===== src/rtl/cordic_vector_iter.sv =====
// Iterative vectoring-mode CORDIC: one micro-rotation per clock, returns the
// gain-scaled magnitude and the binary angle of an (x, y) vector.
module cordic_vector_iter #(
  parameter int unsigned BW_SHIFT_VALUE = 4,
  parameter int unsigned N_FRAC         = 15
) (
  input  logic                     clk_i,
  input  logic                     rst_i,
  input  logic                     valid_i,
  output logic                     ready_o,
  input  logic signed [N_FRAC:0]   x_i,
  input  logic signed [N_FRAC:0]   y_i,
  output logic                     valid_o,
  input  logic                     ready_i,
  output logic [N_FRAC+1:0]        mag_o,
  output logic signed [N_FRAC:0]   angle_o
);

  localparam int unsigned XW = N_FRAC + 3;
  localparam int unsigned ZW = N_FRAC + 1;
  localparam int unsigned MW = N_FRAC + 2;
  localparam int unsigned CW = BW_SHIFT_VALUE;

  localparam logic [ZW-1:0] Z_PI = {1'b1, N_FRAC'(0)};

  typedef enum logic [1:0] {
    S_IDLE,
    S_ITER,
    S_DONE
  } state_e;

  state_e                state_q, state_d;
  logic [CW-1:0]         cnt_q, cnt_d;
  logic signed [XW-1:0]  x_q, x_d;
  logic signed [XW-1:0]  y_q, y_d;
  logic [ZW-1:0]         z_q, z_d;
  logic [MW-1:0]         mag_q, mag_d;
  logic [ZW-1:0]         angle_q, angle_d;
  logic                  valid_q, valid_d;
  logic                  ready_q, ready_d;

  logic                  last_iter;
  logic signed [XW-1:0]  x_shift, y_shift;
  logic [ZW-1:0]         z_step;

  // atan(2^-i) in units of pi/2^N_FRAC; table is exact for N_FRAC=15 and scaled otherwise
  function automatic logic [ZW-1:0] atan_lut(input logic [CW-1:0] i);
    int     idx;
    longint base;
    idx = int'(i);
    case (idx)
      0:       base = 8192;
      1:       base = 4836;
      2:       base = 2555;
      3:       base = 1297;
      4:       base = 651;
      5:       base = 326;
      6:       base = 163;
      7:       base = 81;
      8:       base = 41;
      9:       base = 20;
      10:      base = 10;
      11:      base = 5;
      12:      base = 3;
      13:      base = 1;
      14:      base = 1;
      default: base = 0;
    endcase
    return ZW'((base <<< N_FRAC) >>> 15);
  endfunction

  assign last_iter = (cnt_q == {CW{1'b1}});
  assign x_shift   = x_q >>> cnt_q;
  assign y_shift   = y_q >>> cnt_q;
  assign z_step    = atan_lut(cnt_q);

  // State register and datapath flops
  always_ff @(posedge clk_i or negedge rst_i) begin
    if (!rst_i) begin
      state_q <= S_IDLE;
      cnt_q   <= '0;
      x_q     <= '0;
      y_q     <= '0;
      z_q     <= '0;
      mag_q   <= '0;
      angle_q <= '0;
      valid_q <= 1'b0;
      ready_q <= 1'b1;
    end else begin
      state_q <= state_d;
      cnt_q   <= cnt_d;
      x_q     <= x_d;
      y_q     <= y_d;
      z_q     <= z_d;
      mag_q   <= mag_d;
      angle_q <= angle_d;
      valid_q <= valid_d;
      ready_q <= ready_d;
    end
  end

  // Next-state logic
  always_comb begin
    state_d = state_q;
    case (state_q)
      S_IDLE:  if (valid_i) state_d = S_ITER;
      S_ITER:  if (last_iter) state_d = S_DONE;
      S_DONE:  if (ready_i) state_d = S_IDLE;
      default: state_d = S_IDLE;
    endcase
  end

  // Datapath and registered outputs
  always_comb begin
    cnt_d   = cnt_q;
    x_d     = x_q;
    y_d     = y_q;
    z_d     = z_q;
    mag_d   = mag_q;
    angle_d = angle_q;
    valid_d = (state_d == S_DONE);
    ready_d = (state_d == S_IDLE);

    case (state_q)
      S_IDLE: begin
        if (valid_i) begin
          cnt_d = '0;
          // Left half-plane vectors are rotated by pi so the micro-rotations converge
          if (x_i[N_FRAC]) begin
            x_d = -XW'(x_i);
            y_d = -XW'(y_i);
            z_d = Z_PI;
          end else begin
            x_d = XW'(x_i);
            y_d = XW'(y_i);
            z_d = '0;
          end
        end
      end
      S_ITER: begin
        cnt_d = cnt_q + CW'(1);
        if (!y_q[XW-1]) begin
          x_d = x_q + y_shift;
          y_d = y_q - x_shift;
          z_d = z_q + z_step;
        end else begin
          x_d = x_q - y_shift;
          y_d = y_q + x_shift;
          z_d = z_q - z_step;
        end
        if (last_iter) begin
          mag_d   = x_d[MW-1:0];
          angle_d = z_d;
        end
      end
      default: ;
    endcase
  end

  assign ready_o = ready_q;
  assign valid_o = valid_q;
  assign mag_o   = mag_q;
  assign angle_o = angle_q;

endmodule


===== config.mk =====
export PLATFORM = sky130hd
export DESIGN_NAME = cordic_vector_iter
export DESIGN_NICKNAME = d
export VERILOG_FILES = /design/src/rtl/cordic_vector_iter.sv
export SDC_FILE = /design/constraint.sdc
export NUM_CORES = 1
export LEC_CHECK = 0
export BUFFER_PORTS_ARGS = -buffer_cell sky130_fd_sc_hd__buf_4
export CAP_MARGIN = 10
export CORE_ASPECT_RATIO = 1.4
export CORE_MARGIN = 2
export CORE_UTILIZATION = 46
export DETAILED_ROUTE_END_ITERATION = 10
export GPL_TIMING_DRIVEN = 1
export PLACE_DENSITY = 0.62
export SYNTH_ARGS = -nofsm -noshare
export SYNTH_HDL_FRONTEND = slang
export SYNTH_SLANG_ARGS = --single-unit

===== constraint.sdc =====
create_clock -name clk_i -period 15.1 [get_ports clk_i]
set_clock_uncertainty 0.05 [all_clocks]
set_input_delay 2.265 -clock clk_i [delete_from_list [all_inputs] [get_ports clk_i]]
set_output_delay 2.265 -clock clk_i [all_outputs]
set_load 0.03 [all_outputs]

==> impl_metrics.ini <==
[timing]
timing.final.max_slew_violations = 0
period_minus_slack_ps = 5510
fmax_ghz = 0.182
worstMarginPinSlew_ps = 942
relSlewSlack = 0.368
rsz0062_at_grt = no
worst_slack_ps = 9590
setup-violations-final = 0
fin_crit_sh = 0.365
fin_tns_setup_ps = 0
hold_viol = 0

[hold_path]
hold_path_end = mag_o[13]
holdCritPathClass = flip-flop to flip-flop
holdPathStages = 2
hold_start = mag_o[13]

[routing]
ant_nets = 0
dr.pass1.iters = 5
vias_per_cell = 6.20
drtIter0Drc = 699
drt-total-wl_um = 30200
dr_total_vias = 9294
wl_per_cell_um = 20.1
drc = 0

[setup_path]
startpoint_type = flip-flop
arrival_ps = 5750
cp_max_fo = 63
r2r_start = cnt_q[0]
r2r_end = x_q[17]
required_ps = 15340
crit_type = flip-flop to flip-flop
rrSetupSlack_ps = 9590
endpoint_kind = flip-flop
reg2regPathDepth = 20

[clock_tree]
cts.clk_slew.worst_paths_ps = 80
ctsHtreeMaxLevel = 3
post_cts_buffers = 0
cts-resized-gates = 0
tritoncts = built
insertion_delay_ps = 370
cts_sinks = 93
clockRootBuffer = clkbuf_16
numCtsBuffers = 9
postCtsHoldBufs = 0
clock_path_buffers = 2

[layout]
seq_area_mm2 = 0.00233
fin_nets = 1332
stdcell_count = 1498
n_antenna_cell = 0
multi_input_area_mm2 = 0.00716
area_growth_pct = 9.27
drive_gt1_frac = 0.145
nFillCells = 2070

[logic_synthesis]
synth_ff_type = dfrtp_1
synth-edff-count = 0
synth_nets = 1309
yosys-top-cells-count = 165 x nand2_1, 107 x nor2_1, 92 x dfrtp_1, 88 x a21oi_1, 77 x o21ai_0
synth.distinct_cells = 82
yosys_register_bits = 93
synthArstFlopShare = 1.00
ys_top_cells_by_area = dfrtp_1 23%, ha_1 7.5%, nand2_1 6.2%, xnor2_1 5.3%, mux4_2 5.2%
syn_avg_cell_area_um2 = 8.27
synth_cells = 1210
synth_area_leader_cell = dfrtp_1
synth_top_area_frac = 0.230
syn_area_mm2 = 0.0100
yosysSeqAreaShare = 0.233
yosysMostFrequentCell = nand2_1
yosys_warnings = 0

[place]
gp_congestion = 0.940
pre_cts_ws_ps = 9610
hpwlAfterDp_um = 21900
place_inst = 1482
io_buffer_count = 70

[die]
die_x_um = 129
coreArea_mm2 = 0.0213
rows = 63
initial_utilization = 0.470
ios = 71
die-area_mm2 = 0.0230
die_h_um = 178

[flow_run]
cap_violations = 0

[grt]
track_usage = 0.268
grt_max_degree = 71
grt_overflow_total = 0
grt_pass1_vias = 8988
grt_pass1_wl_um = 48200
antenna_found_initial = 0

[run_status]
status = complete, no violations
-- through the flow --
step                      instance area [um^2]  hold WS, ps   util
after floorplan                          10000          400      -
after global placement                   10600          409  0.498
after detailed placement                 10600          414  0.498
after CTS                                10900          431  0.514
after global routing                     10900          451  0.514
final                                    10900          424  0.514
-- worst max-delay path: stages, from the launching register on --
cell and delay [ps]:
dfrtp_2 340, buf_4 610, inv_1 500, mux4_2 580, and2_1 180, or2_2 310
ha_1 200, and2_1 180, a41oi_1 310, xnor2_1 160, o21ai_0 110, ha_1 380
a211oi_1 320, nor2b_1 210, o2111ai_1 160, nand2_1 140, o2111ai_1 140, o211ai_1 140
xnor2_1 170, a21oi_1 90, o22ai_1 130
-- cell families after synthesis --
group / Yosys count / share of synthesized area
buffers and inverters: 112 / 0.0525
adder cells (fa/ha/maj): 63 / 0.0810
XOR/XNOR: 102 / 0.0893
AND/OR/NAND/NOR: 389 / 0.178
AO/OA/AOI/OAI: 351 / 0.228
multiplexers: 100 / 0.139
flip-flops: 93 / 0.233
-- routing by layer --
layer / share of wire / up-vias / global-route usage
met1: 0.42 / 4457 / 0.340
met4: 0.037 / 0 / 0.112
met5: 0 / - / 0
met3: 0.049 / 83 / 0.0306
li1: - / 4438 / -
met2: 0.49 / 316 / 0.461
-- sequential cells by signal, summed over array words and instances, names as in the netlist --
signal   count
mag_o       17
valid_o      1
x_q         18
state_q      2
angle_o     16
z_q         16
ready_o      1
cnt_q        4
y_q         18
-- worst max path at each step --
| stage | start | cells after the start | end |
|---|---|---|---|
| after floorplan | cnt_q[1] | 19 | angle_o[15] |
| after global placement | cnt_q[0] | 18 | angle_o[15] |
| after detailed placement | cnt_q[0] | 17 | z_q[14] |
| after CTS | cnt_q[0] | 20 | x_q[17] |
| after global routing | cnt_q[0] | 17 | z_q[14] |
| final | cnt_q[0] | 20 | x_q[17] |
-- cell type report --
class                           instances  share of cell area
Multi-Input combinational cell       1005               0.655
Tap cell                              260              0.0298
Clock inverter                          6             0.00836
Timing Repair Buffer                   86              0.0591
Sequential cell                        93               0.213
Inverter                               38              0.0130
Clock buffer                           10              0.0219
-- cell usage in the layout (no fill, tap or decap), types with 9 or more instances in the layout --
master / instances
a21o_1: 15
a21oi_1: 88
a22o_1: 16
a31oi_1: 13
and2_1: 11
buf_4: 86
clkbuf_16: 9
dfrtp_1: 89
ha_1: 60
inv_1: 35
mux2_2: 28
mux2i_1: 45
mux4_2: 23
nand2_1: 165
nand2b_1: 12
nand3_1: 15
nor2_1: 106
nor2b_1: 13
nor3_1: 25
o211ai_1: 22
o21a_1: 10
o21ai_0: 77
o22ai_1: 28
o31ai_1: 12
xnor2_1: 61
xor2_1: 41
Power is not shown: default switching activity piles up to over one toggle a cycle in this logic, so the estimate is an artifact.
